### src/rtl/usb_pkg.sv
// Shared packet-type encoding, PID bytes and transaction status codes for the USB host sequencer.
// No logic and no latency; pure type and constant definitions.
// Backpressure: not applicable.
package usb_pkg;

    typedef enum logic [1:0] {
        PKT_NONE   = 2'b00,
        PKT_TOKEN  = 2'b01,
        PKT_DATA   = 2'b10,
        PKT_HSHAKE = 2'b11
    } pkt_type_t;

    typedef enum logic [1:0] {
        TXN_OK        = 2'b00,
        TXN_STALL     = 2'b01,
        TXN_EXHAUSTED = 2'b10
    } txn_status_t;

    // Full PID bytes: check nibble in the upper half, {~pid, pid}.
    localparam logic [7:0] PID_OUT   = 8'hE1;
    localparam logic [7:0] PID_IN    = 8'h69;
    localparam logic [7:0] PID_DATA0 = 8'hC3;
    localparam logic [7:0] PID_DATA1 = 8'h4B;
    localparam logic [7:0] PID_ACK   = 8'hD2;
    localparam logic [7:0] PID_NAK   = 8'h5A;
    localparam logic [7:0] PID_STALL = 8'h1E;

    function automatic logic is_data_pid(input logic [7:0] pid);
        return (pid == PID_DATA0) || (pid == PID_DATA1);
    endfunction

endpackage

### src/rtl/usb_rsp_timer.sv
// Response timer: counts while enabled, saturates at TIMEOUT_CYC and flags timeout there.
// Latency: timeout is combinational from the count register, valid in the cycle the limit is held.
// Backpressure: none; clear has priority over counting.
module usb_rsp_timer #(
    parameter int TIMEOUT_CYC = 255
) (
    input  logic clk,
    input  logic rst,
    input  logic clr,
    input  logic en,
    output logic timeout
);

    localparam int W = $clog2(TIMEOUT_CYC + 1);
    localparam logic [W-1:0] LIMIT = W'(TIMEOUT_CYC);

    logic [W-1:0] cnt;

    always_ff @(posedge clk) begin
        if (rst || clr) begin
            cnt <= '0;
        end else if (en && (cnt != LIMIT)) begin
            cnt <= cnt + 1'b1;
        end
    end

    assign timeout = en && (cnt == LIMIT);

endmodule

### src/rtl/usb_txn_ctrl.sv
// Host transaction sequencer: token, data and handshake phases with NAK/timeout/corruption retry.
// Latency: sent_pkt or rx_valid produces the next encoder strobe or state change one cycle later.
// Backpressure: the bus side paces everything via sent_pkt/rx_valid; txn_req is ignored while busy.
module usb_txn_ctrl
    import usb_pkg::*;
#(
    parameter int TIMEOUT_CYC = 255,
    parameter int MAX_RETRY   = 8
) (
    input  logic        clk,
    input  logic        rst,
    input  logic        txn_req,
    input  logic        txn_dir,
    input  logic [6:0]  txn_addr,
    input  logic [3:0]  txn_endp,
    input  logic [63:0] txn_wdata,
    output logic        txn_busy,
    output logic        txn_done,
    output txn_status_t txn_status,
    output logic [63:0] txn_rdata,
    output pkt_type_t   enc_pkt_type,
    output logic [18:0] enc_token,
    output logic [71:0] enc_data,
    output logic [7:0]  enc_hshake,
    input  logic        sent_pkt,
    output logic        receive_data,
    output logic        receive_hshake,
    output logic        abort,
    input  logic        rx_valid,
    input  logic [7:0]  rx_pid,
    input  logic [63:0] rx_payload,
    input  logic        rx_crc_ok,
    input  logic        EOP_error
);

    localparam int RW = $clog2(MAX_RETRY + 1);
    localparam logic [RW-1:0] RETRY_LAST = RW'(MAX_RETRY - 1);

    typedef enum logic [3:0] {
        S_IDLE,
        S_SEND_TOK,
        S_WAIT_TOK,
        S_SEND_DAT,
        S_WAIT_DAT,
        S_WAIT_HS,
        S_WAIT_IND,
        S_SEND_ACK,
        S_WAIT_ACK,
        S_RETRY,
        S_DONE
    } state_t;

    state_t        state;
    logic          dir_q;
    logic [RW-1:0] retry;
    logic          tmr_en;
    logic          timeout;
    logic          rx_good;

    assign tmr_en  = (state == S_WAIT_HS) || (state == S_WAIT_IND);
    assign rx_good = rx_crc_ok && !EOP_error;

    usb_rsp_timer #(
        .TIMEOUT_CYC(TIMEOUT_CYC)
    ) u_timer (
        .clk     (clk),
        .rst     (rst),
        .clr     (!tmr_en),
        .en      (tmr_en),
        .timeout (timeout)
    );

    // Outputs are registered on the transition into the state they belong to,
    // so each strobe is high exactly for the cycle its state is occupied.
    always_ff @(posedge clk) begin
        if (rst) begin
            state          <= S_IDLE;
            dir_q          <= 1'b0;
            retry          <= '0;
            txn_busy       <= 1'b0;
            txn_done       <= 1'b0;
            txn_status     <= TXN_OK;
            txn_rdata      <= '0;
            enc_pkt_type   <= PKT_NONE;
            enc_token      <= '0;
            enc_data       <= '0;
            enc_hshake     <= '0;
            receive_data   <= 1'b0;
            receive_hshake <= 1'b0;
            abort          <= 1'b0;
        end else begin
            enc_pkt_type <= PKT_NONE;
            abort        <= 1'b0;
            txn_done     <= 1'b0;

            case (state)
                S_IDLE: begin
                    retry <= '0;
                    if (txn_req) begin
                        dir_q        <= txn_dir;
                        enc_token    <= {(txn_dir ? PID_IN : PID_OUT), txn_addr, txn_endp};
                        enc_data     <= {PID_DATA0, txn_wdata};
                        enc_hshake   <= PID_ACK;
                        txn_busy     <= 1'b1;
                        enc_pkt_type <= PKT_TOKEN;
                        state        <= S_SEND_TOK;
                    end
                end
                S_SEND_TOK: state <= S_WAIT_TOK;
                S_WAIT_TOK: begin
                    if (sent_pkt) begin
                        if (dir_q) begin
                            receive_data <= 1'b1;
                            state        <= S_WAIT_IND;
                        end else begin
                            enc_pkt_type <= PKT_DATA;
                            state        <= S_SEND_DAT;
                        end
                    end
                end
                S_SEND_DAT: state <= S_WAIT_DAT;
                S_WAIT_DAT: begin
                    if (sent_pkt) begin
                        receive_hshake <= 1'b1;
                        state          <= S_WAIT_HS;
                    end
                end
                S_WAIT_HS: begin
                    // A packet arriving in the timeout cycle takes priority.
                    if (rx_valid) begin
                        receive_hshake <= 1'b0;
                        if (rx_good && (rx_pid == PID_ACK || rx_pid == PID_STALL)) begin
                            txn_status <= (rx_pid == PID_ACK) ? TXN_OK : TXN_STALL;
                            txn_done   <= 1'b1;
                            txn_busy   <= 1'b0;
                            state      <= S_DONE;
                        end else begin
                            abort <= 1'b1;
                            state <= S_RETRY;
                        end
                    end else if (timeout) begin
                        receive_hshake <= 1'b0;
                        abort          <= 1'b1;
                        state          <= S_RETRY;
                    end
                end
                S_WAIT_IND: begin
                    if (rx_valid) begin
                        receive_data <= 1'b0;
                        if (rx_good && is_data_pid(rx_pid)) begin
                            txn_rdata    <= rx_payload;
                            enc_pkt_type <= PKT_HSHAKE;
                            state        <= S_SEND_ACK;
                        end else if (rx_good && rx_pid == PID_STALL) begin
                            txn_status <= TXN_STALL;
                            txn_done   <= 1'b1;
                            txn_busy   <= 1'b0;
                            state      <= S_DONE;
                        end else begin
                            abort <= 1'b1;
                            state <= S_RETRY;
                        end
                    end else if (timeout) begin
                        receive_data <= 1'b0;
                        abort        <= 1'b1;
                        state        <= S_RETRY;
                    end
                end
                S_SEND_ACK: state <= S_WAIT_ACK;
                S_WAIT_ACK: begin
                    if (sent_pkt) begin
                        txn_status <= TXN_OK;
                        txn_done   <= 1'b1;
                        txn_busy   <= 1'b0;
                        state      <= S_DONE;
                    end
                end
                S_RETRY: begin
                    retry <= retry + 1'b1;
                    if (retry == RETRY_LAST) begin
                        txn_status <= TXN_EXHAUSTED;
                        txn_done   <= 1'b1;
                        txn_busy   <= 1'b0;
                        state      <= S_DONE;
                    end else begin
                        enc_pkt_type <= PKT_TOKEN;
                        state        <= S_SEND_TOK;
                    end
                end
                S_DONE:  state <= S_IDLE;
                default: state <= S_IDLE;
            endcase
        end
    end

endmodule

### config.mk
export PLATFORM = sky130hd
export DESIGN_NAME = usb_txn_ctrl
export DESIGN_NICKNAME = d
export VERILOG_FILES = /design/src/rtl/usb_pkg.sv /design/src/rtl/usb_rsp_timer.sv /design/src/rtl/usb_txn_ctrl.sv
export SDC_FILE = /design/constraint.sdc
export NUM_CORES = 1
export LEC_CHECK = 0
export ABC_AREA = 1
export CAP_MARGIN = 20
export CORE_ASPECT_RATIO = 1.5
export CORE_UTILIZATION = 41
export DETAILED_ROUTE_END_ITERATION = 7
export PLACE_DENSITY = 0.77
export SLEW_MARGIN = 15
export SYNTH_ARGS = -nofsm -noshare
export SYNTH_HDL_FRONTEND = slang
export SYNTH_SLANG_ARGS = --single-unit
### constraint.sdc
create_clock -name clk -period 1.8 [get_ports clk]
set_input_delay 0.27 -clock clk [delete_from_list [all_inputs] [get_ports clk]]
set_output_delay 0.27 -clock clk [all_outputs]
set_load 0.05 [all_outputs]
==> summary.md, run 1 <==
| Metric | Value |
|---|---|
| Largest net degree at the start of global routing | `74` |
| Status | `complete, no violations` |
| Comb pwr share | `35.6%` |
| Post-synth top area cell | `dfxtp_1` |
| Sequential-to-total area share from yosys stat | `47.9%` |
| Die width | `about 110 um` |
| Data arrival time of the worst path | `1.98 ns` |
| Setup violators final | `0` |
| Total wire length | `just under 20000 um` |
| Critical Path RT | `2.11 ns` |
| Worst setup path category | `reg -> reg` |
| Yosys cell types | `36` |
| Power density cells | `approximately 1200 nW/um^2` |
| Synth Cell Area | `6980 sq um` |
| Psw | `approximately 0.0049 W` |
| Die Ht | `between 150 and 200 um` |
| Final Cycle Share | `between 90 and 100%` |
| Final Cell Area | `10600 sq um` |
| Commonest non-fill, non-tap cell in the layout | `nand2_1` |
| Fill cell count | `around 1500` |
| Antenna Violating Nets Remaining | `0` |
| Initial DRC count | `~250` |
| Hold Vio Cnt, Final | `0` |
| Yosys top cell area share | `47.9%` |
| CP Launch Type | `register` |
| Worst hold slack | `~0.18 ns` |
| LEAKAGE | `around 4.6 nW` |
| Slew @ Worst Pin | `between 0.5 and 0.6 ns` |
| Crit end category | `register` |
| H-tree depth | `4` |
| DR vias/cell | `between 4 and 5` |
| Clock period minus final worst setup slack | `around 1.7 ns` |
| Clk sinks | `approximately 170` |
| CTS tree | `done` |
| DRC Markers | `0` |
| Slew Viols, Final | `0` |
| Sequential power share | `35.8%` |
| Worst-path maximum fanout | `4` |
| Synth top area cells | `dfxtp_1, nand2_1, a211oi_2` |
| Worst-case clock buffer depth | `2` |
| CTS root buffer | `clkbuf_16` |
| Post-synthesis instance total | `867` |
| Clock power frac | `28.7%` |
| CP cell instances | `ha_2 -> nand3_2 -> nor3_4 -> inv_2 -> nand2_4 -> inv_2 -> nand3_1 -> nand3_1 -> a21oi_2 -> nor2_1` |
| Ys Warns | `0` |
| Ant diodes | `0` |
| Starting density of the core | `41.8%` |
| Internal power | `between 0.007 and 0.008 W` |
| Peak Freq | `601 MHz` |
| Switching share of power | `39.8%` |
| CTS buffer count | `17` |
| CTS hold repair buffers | `0` |
| Post-DP HPWL | `14500 um` |
| Commonest non-fill, non-tap cells in the layout | `nand2_1, dfxtp_1, clkdlybuf4s50_1` |
| Placed Instances | `1359` |
| Area of placed instances | `between 10000 and 15000 sq um` |
| Vias in the first global route | `approximately 6300` |
| Share of layout cells above drive strength 1 | `roughly 18%` |
| Setup_tns | `0 ns` |
| Initial antenna violation count | `0` |
| Gr usage total | `around 22%` |
| Die ar. | `17600 sq um` |
| Global-route wire length before repair | `30500 um` |
| Max-cap violation count | `0` |
| #FFs+latches synth | `approximately 170` |
| Gpl congestion | `roughly 0.9` |
| Layout net count | `1326` |
| Grt total ovfl | `0` |
| Layout Skew | `between 0.015 and 0.02 ns` |
| Slowest Stage Delay on Critical Path | `~0.35 ns` |
| Final Non-Filler Cells | `roughly 1400` |
| Syn_area_per_cell | `8.05 sq um` |
| Max_slew headroom | `64.8%` |
| Min-delay worst type | `in -> reg` |
| Core area | `roughly 17000 sq um` |
| Peak supply drop | `about 0.90 mV` |
| Port Buf Inserts | `315` |
| Worst-Skew Late Latency | `0.43 ns` |
| Num ports | `327` |
| DR pass1 iterations | `4` |
| Layout area overhead | `51.5%` |
| Reg clk slew, reported paths | `0.07 ns` |
| Num rows | `58` |
| Crit-path slowest cell | `dfxtp_1` |
| WL per Instance | `between 10 and 15 um` |
| Via count | `roughly 6500` |
-- registers in the layout (all words and copies together) (netlist names), 2 cells and up --
| signal | cells |
|---|---|
| enc_data | 64 |
| enc_pkt_type | 2 |
| enc_token | 14 |
| retry | 4 |
| state | 4 |
| txn_rdata | 64 |
| txn_status | 2 |
| u_timer.cnt | 8 |
-- cells by family after synthesis --
family                     after synthesis  synth area share (%)
and+or+nand+nor                        345                  20.1
buffers and inverters                  173                  11.8
other                                    1                0.0537
adders and majority gates                2                 0.358
DFF                                    167                  47.9
AOI/OAI and AO/OA                      178                  19.7
xor gates and xnor gates                 1                 0.125
-- cells in the mapped netlist, drive strengths merged --
| cell type | number |
|---|---|
| xor2 | 1 |
| a21oi | 89 |
| o21ai | 13 |
| nand2 | 214 |
| nand3 | 17 |
| clkbuf | 21 |
| o21a | 2 |
| clkinv | 1 |
| and3 | 1 |
| ha | 2 |
| nor3 | 7 |
| or2 | 1 |
| a221oi | 2 |
| o211ai | 1 |
| conb | 1 |
| a31oi | 4 |
| inv | 103 |
| buf | 48 |
| o21bai | 1 |
| dfxtp | 167 |
| a211oi | 65 |
| nor2 | 105 |
| o31ai | 1 |
-- final timing paths --
check | depth (start not counted) | slack (ns) | to | start
worst max register to register | 10 | 0.13 | state[2]$_SDFFE_PP0P_ | u_timer.cnt[1]$_SDFFE_PP0P_
worst min-delay path | 2 | 0.18 | state[3]$_SDFFE_PP0P_ | rst
worst min register to register | 2 | 0.46 | txn_rdata[47]$_SDFFE_PP0P_ | txn_rdata[47]$_SDFFE_PP0P_
worst max-delay path | 10 | 0.13 | state[2]$_SDFFE_PP0P_ | u_timer.cnt[1]$_SDFFE_PP0P_
-- per-layer routing --
| metal | up-vias | GRT usage (%) | wire (um) |
|---|---|---|---|
| li1 | 3328 | - | - |
| met1 | 2937 | 23.7 | 7480 |
| met2 | 253 | 39.5 | 10000 |
| met3 | 30 | 7.87 | 1680 |
| met4 | 0 | 8.72 | 493 |
| met5 | - | 0 | 0 |
-- critical path: cells and delay by family, from the launching register on --
kind | cells | cell delay (ns)
fa+ha+maj | 1 | 0.21
simple gates | 6 | 0.72
flops | 1 | 0.35
buf+inv | 2 | 0.14
compound gates | 1 | 0.13
-- power by group through the flow --
stage / registers (W) / logic, W / clock network, W
3_3_place_gp: 0.00444 / 0.00450 / 0
3_5_place_dp: 0.00446 / 0.00452 / 0
5_1_grt: 0.00442 / 0.00465 / 0.00375
6_report: 0.00437 / 0.00435 / 0.00350
4_1_cts: 0.00437 / 0.00437 / 0.00359
2_1_floorplan: 0.00574 / 0.00176 / 0
-- area by class of cell --
| class | instances | area [sq um] | area share (%) |
|---|---|---|---|
| Sequential cell | 167 | 3340 | 31.6 |
| Timing Repair Buffer | 342 | 3140 | 29.7 |
| Multi-Input combinational cell | 537 | 2870 | 27.1 |
| Clock buffer | 20 | 457 | 4.32 |
| Inverter | 104 | 390 | 3.69 |
| Tap cell | 210 | 263 | 2.48 |
| Clock inverter | 12 | 111 | 1.05 |
-- through the flow --
stage / total power [W] / worst slack [ns] / utilization [%]
3_3_place_gp: 0.00894 / -0.137 / 60.6
3_5_place_dp: 0.00898 / -0.193 / 60.6
2_1_floorplan: 0.00750 / 0.327 / -
5_1_grt: 0.0128 / -0.0176 / 63.4
6_report: 0.0122 / 0.135 / 63.4
4_1_cts: 0.0123 / 0.0857 / 63.2
-- timing repair --
item	4_1_cts	5_1_grt
endpoints found under the setup margin	100	6
resized for setup	100	5
endpoints found under the hold margin	0	0
setup buffers	0	1
pin swaps	0	1
gates cloned	0	0
(Power assumes the default switching activity.)
==> inputs of run 2 (changes only) <==
PLACE_DENSITY = 0.78   (was 0.77)
SYNTH_HIERARCHICAL = 1   (was default)
==> summary.md, run 2 <==
| Metric | Value |
|---|---|
| CTS hold repair buffers | `0 (unchanged)` |
| Synth Cell Area | `6730 sq um (was 6980 sq um)` |
| Initial antenna violation count | `0 (unchanged)` |
| Syn_area_per_cell | `7.55 sq um (was 8.05 sq um)` |
| Commonest non-fill, non-tap cell in the layout | `nor2_1 (was nand2_1)` |
| Antenna Violating Nets Remaining | `0 (unchanged)` |
| Worst-path maximum fanout | `13 (was 4)` |
| RSZ-0062 raised after global routing | `true` |
| Final Cycle Share | `97.1% (was 92.5%)` |
| #FFs+latches synth | `167 (unchanged)` |
| Layout net count | `1387 (was 1326)` |
| Sequential-to-total area share from yosys stat | `49.6% (was 47.9%)` |
| Die ar. | `17000 sq um (was 17600 sq um)` |
| Commonest non-fill, non-tap cells in the layout | `nor2_1, dfxtp_1, clkdlybuf4s50_1 (was nand2_1, dfxtp_1, clkdlybuf4s50_1)` |
| Core area | `16100 sq um (was 16700 sq um)` |
| Max_slew headroom | `65.0% (was 64.8%)` |
| CTS root buffer | `clkbuf_16 (unchanged)` |
| Global-route wire length before repair | `31700 um (was 30500 um)` |
| Gpl congestion | `0.882 (was 0.896)` |
| Clock period minus final worst setup slack | `1.75 ns (was 1.67 ns)` |
| Ys Warns | `6 (was 0)` |
| DR vias/cell | `4.74 (was 4.70)` |
| Setup_tns | `0 ns (unchanged)` |
| Post-DP HPWL | `14500 um (about the same)` |
| CP Launch Type | `register (unchanged)` |
| WL per Instance | `14.2 um (was 14.1 um)` |
| Reg2reg path depth | `11 (was 10)` |
| LEAKAGE | `5.02 nW (was 4.64 nW)` |
| Ant diodes | `0 (unchanged)` |
| Hold Vio Cnt, Final | `0 (unchanged)` |
| CTS buffer count | `17 (unchanged)` |
| Power density cells | `1350 nW/um^2 (was 1160 nW/um^2)` |
| DR pass1 iterations | `6 (was 4)` |
| CTS tree | `done (unchanged)` |
| Ys flop type | `dfxtp_1 (unchanged)` |
| Slew @ Worst Pin | `0.528 ns (was 0.531 ns)` |
| Largest net degree at the start of global routing | `92 (was 74)` |
| Util after Layout | `67.4% (was 63.4%)` |
| Synth cell count leaders | `nor2_1, dfxtp_1, o21ai_0 (was nand2_1, dfxtp_1, nor2_1)` |
| Peak supply drop | `1.11 mV (was 0.898 mV)` |
| Layout area overhead | `61.4% (was 51.5%)` |
| Place WS | `-0.279 ns (was -0.193 ns)` |
| Fill cell count | `1338 (was 1481)` |
| Worst setup path category | `reg -> reg (unchanged)` |
| Layout Skew | `0.0112 ns (was 0.0164 ns)` |
| Hold Path Stages | `3 (was 2)` |
| Status | `complete, no violations (unchanged)` |
| Synth top area cells | `dfxtp_1, o21ai_0, nor2_1 (was dfxtp_1, nand2_1, a211oi_2)` |
| Largest registers | `enc_data (64), txn_rdata (64), enc_token (14) (unchanged)` |
| Power after layout | `0.0146 W (was 0.0122 W)` |
| Num ports | `327 (unchanged)` |
| Reg clk slew, reported paths | `0.07 ns (about the same)` |
| Post-synthesis instance total | `892 (was 867)` |
| Vias in the first global route | `6583 (was 6256)` |
| Num rows | `57 (was 58)` |
| Gr usage total | `23.4% (was 22.3%)` |
| Total wire length | `20600 um (was 19700 um)` |
| Worst-Skew Late Latency | `0.42 ns (was 0.43 ns)` |
| Port Buf Inserts | `315 (unchanged)` |
| Post-synth top area cell | `dfxtp_1 (unchanged)` |
| Share of layout cells above drive strength 1 | `15.1% (was 17.7%)` |
| Critical Path RT | `2.11 ns (about the same)` |
| Worst-case clock buffer depth | `2 (unchanged)` |
| Yosys cell types | `30 (was 36)` |
| Die width | `107 um (was 109 um)` |
| Peak Freq | `572 MHz (was 601 MHz)` |
| Clk sinks | `167 (unchanged)` |
| Initial DRC count | `309 (was 249)` |
| Max-cap violation count | `0 (unchanged)` |
| H-tree depth | `4 (unchanged)` |
| Min-delay worst type | `in -> reg (unchanged)` |
| Setup violators final | `0 (unchanged)` |
| Post-synth ARST share | `0% (unchanged)` |
| Die Ht | `159 um (was 162 um)` |
| Slew Viols, Final | `0 (unchanged)` |
| Grt total ovfl | `0 (unchanged)` |
| Starting density of the core | `41.8% (about the same)` |
| Data arrival time of the worst path | `2.06 ns (was 1.98 ns)` |
| PnR worst setup slack | `0.0529 ns (was 0.135 ns)` |
| Top-count cell post-synth | `nor2_1 (was nand2_1)` |
| EDFF count, synth | `0 (unchanged)` |
| Yosys top cell area share | `49.6% (was 47.9%)` |
| DRC Markers | `0 (unchanged)` |
| Via count | `6865 (was 6548)` |
| Crit end category | `register (unchanged)` |
[run 2: kinds of logic after synthesis]
kind of cell             Yosys count  synth area share [%]
AND/OR/NAND/NOR                  299                  18.6
AO/OA/AOI/OAI                    245                  18.5
buffers and inverters            178                  12.8
flip-flops                       167                  49.6
adder cells (fa/ha/maj)            2                 0.372
other                              1                0.0557
[run 2: power breakdown]
| group | switching [W] | internal [W] | leakage [nW] |
|---|---|---|---|
| registers | 0.000327 | 0.00435 | 1.36 |
| clock network | 0.00157 | 0.00226 | 0.306 |
| logic | 0.00418 | 0.00195 | 3.35 |
[run 2: layout make-up]
class,count,area [sq um],area share (%)
clock inverter,14,183,1.68
multi-input combinational,557,2680,24.7
sequential,167,3350,30.8
timing repair buffer,378,3540,32.6
clock buffer,18,439,4.04
tap,206,258,2.37
inverter,109,415,3.82
[run 2: per-stage QoR]
stage | std cells | instance area (sq um) | hold slack, ns
after floorplan | 902 | 6810 | 0.349
after global placement | 1409 | 10200 | 0.431
after detailed placement | 1409 | 10200 | 0.434
after CTS | 1441 | 10700 | 0.415
after global routing | 1449 | 10900 | 0.430
final | 1449 | 10900 | 0.433
[run 2: worst max-delay path: stages, from the launching register on]
cell and delay [ns]:
dfxtp_1 0.32, buf_4 0.13, inv_1 0.09, nand2_2 0.11
nor2_4 0.12, inv_2 0.06, nor2_4 0.18, clkinv_4 0.12
buf_4 0.17, clkbuf_16 0.16, nor2_1 0.11, nor2_1 0.06
[run 2: worst paths after layout]
| check | start | end | slack [ns] |
|---|---|---|---|
| max | state[2]$_SDFFE_PP0P_ | enc_data[40]$_SDFFE_PP0P_ | 0.05 |
| min | txn_wdata[1] | enc_data[1]$_SDFFE_PP0P_ | 0.43 |
| max reg2reg | state[2]$_SDFFE_PP0P_ | enc_data[40]$_SDFFE_PP0P_ | 0.05 |
| min reg2reg | txn_rdata[32]$_SDFFE_PP0P_ | txn_rdata[32]$_SDFFE_PP0P_ | 0.44 |
[run 2: layer usage]
layer | GRT usage, % | part of all wire (%) | up-vias
met4 | 9.22 | 3.2 | 0
met1 | 24.7 | 38 | 3050
met3 | 7.08 | 8.2 | 38
li1 | - | - | 3490
met5 | 0 | 0 | -
met2 | 42.7 | 51 | 287
[run 2: repair_timing]
item,CTS,global route
cloned,0,3
pin swaps,1,3
resized for setup,121,32
endpoints found under the setup margin,128,54
endpoints found under the hold margin,0,0
buffers inserted,0,5
==> RTL edit (config.mk and constraints of run 2) <==
Change the parameter `MAX_RETRY` from 8 to 16.
--- a/src/rtl/usb_txn_ctrl.sv
+++ b/src/rtl/usb_txn_ctrl.sv
@@ -6,5 +6,5 @@
 #(
     parameter int TIMEOUT_CYC = 255,
-    parameter int MAX_RETRY   = 8
+    parameter int MAX_RETRY   = 16
 ) (
     input  logic        clk,
Behaviour: no difference found for any inputs over 4 cycles, from zero or initial values and one cycle with rst high; that may be too few to reach the edited logic, so the function may still have changed.
==> RTL edit against run 2 <==
The run now ends with setup timing left; sequential share of layout area increased by 0.13 points; power down 4.6%; setup slack worse by 150 ps; wire length up 2.9%; final area rose by 0.41%; count of clock-buffer cells in the layout unchanged; sequential cell count rose by 1; synthesized area is 6.0% higher; maximum frequency shrank 7.9%; critical path type unchanged.
==> RTL edit: results (changes against run 2) <==
- The final reports fail on setup timing.
- The data arrival time of the critical path is 2200 ps (+140 ps).
- The final estimated routing congestion in global placement is 0.891 (+1.0%).
- The count of fill cells added during filler insertion is 1523 (+14%).
- The minimum setup slack in the final design is -97.6 ps (-151 ps).
- The worst-case setup slack after placement is -126 ps (+152 ps).
- The count of unique library cells instantiated by Yosys came to 35 (+17%).
- The placed wire-length estimate is 15100 µm (+3.9%).
- By count the netlist is led by nor2_1 (250), dfxtp_1 (168), inv_1 (106), o21ai_0 (79), nand2_1 (59).
- The routed length per placed instance is 14.7 µm (+3.8%).
- The compound-cell area share of the yosys netlist is 18.4% (-0.12 points).
- The number of iterations in the first detailed-routing pass came to 5 (-1).
- The number of global-route vias before repair was 6494 (-1.4%).
- The average vias per placed instance is 4.80 (+1.4%).
- The routed length on met3 is 1310 µm (-22%).
- The global routing usage on met2 is 41.2% (-1.6 points).
- The run finished, with violations left.
- The leakage power figure came to 0.00496 µW (-1.1%).
- By area the synthesized netlist is led by dfxtp_1 (47%), nor2_1 (13%), a211oi_2 (7.7%).
- The setup violation total in the final timing report is 3 (+3).
- The clock network power consumption came to 3330 µW (-13%).
- The pin slew with the least headroom to its limit is 714 ps (+186 ps).
- The length of routed wiring on met1 was 7850 µm (+0.67%).
- The overall fraction of global-route tracks in use is 23.5% (about the same).
- For this design, the slowest cell found on the critical path is dfxtp_2.
- The worst voltage drop across the vdd grid came to 0.879 mV (-20%).
- The maximum net fanout on the critical path is 3 (-10).
- The global routing usage on met3 is 5.83% (-1.3 points).
## RTL edit: cell count changes in the layout (fill, tap and decap cells not counted), sizes merged, moves of 3 or more
cell | before | now
clkbuf | 21 | 18
buf | 100 | 106
nand2 | 76 | 71
bufinv | 3 | 0
inv | 113 | 119
a21oi | 86 | 19
dlygate4sd2 | 121 | 98
nor2 | 193 | 259
clkinvlp | 1 | 4
o21ai | 151 | 86
a211oi | 0 | 65
nand3 | 18 | 21
## RTL edit: area by class of cell
| class | instances | area (µm²) | area share (%) |
|---|---|---|---|
| repair buffers | 357 | 3280 | 30.1 |
| well taps | 210 | 263 | 2.41 |
| clock buffers | 18 | 429 | 3.93 |
| multi-input cells | 556 | 3030 | 27.8 |
| flip-flops and latches | 168 | 3380 | 30.9 |
| clock inverters | 13 | 97.6 | 0.894 |
| inverters | 114 | 435 | 3.99 |
## RTL edit: worst paths after layout
kind	startpoint	to	slack (ps)	cells after the start
worst max-delay path	state[3]	state[2]	-100	13
worst min-delay path	rst	enc_token[18]	180	2
worst max register to register	state[3]	state[2]	-100	13
worst min register to register	txn_rdata[44]	txn_rdata[44]	450	2
## RTL edit: stage by stage
step | instance area [µm²] | instances | power [µW] | setup TNS (ps) | util [%]
final | 10900 | 1436 | 14000 | -113 | 64.5
after global routing | 10900 | 1436 | 14700 | -5120 | 64.5
after CTS | 10800 | 1432 | 14100 | -29.0 | 63.9
after detailed placement | 10300 | 1399 | 10900 | -6050 | 61.2
after global placement | 10300 | 1399 | 10800 | -5210 | 61.2
after floorplan | 7210 | 908 | 8800 | -100 | -
## RTL edit: repair_timing
item / in CTS / in global routing
buffers inserted: 1 / 4
hold endpoints to repair: 0 / 0
endpoints found under the setup margin: 126 / 75
cloned: 1 / 0
gates resized for setup: 105 / 26
pin swaps: 0 / 14
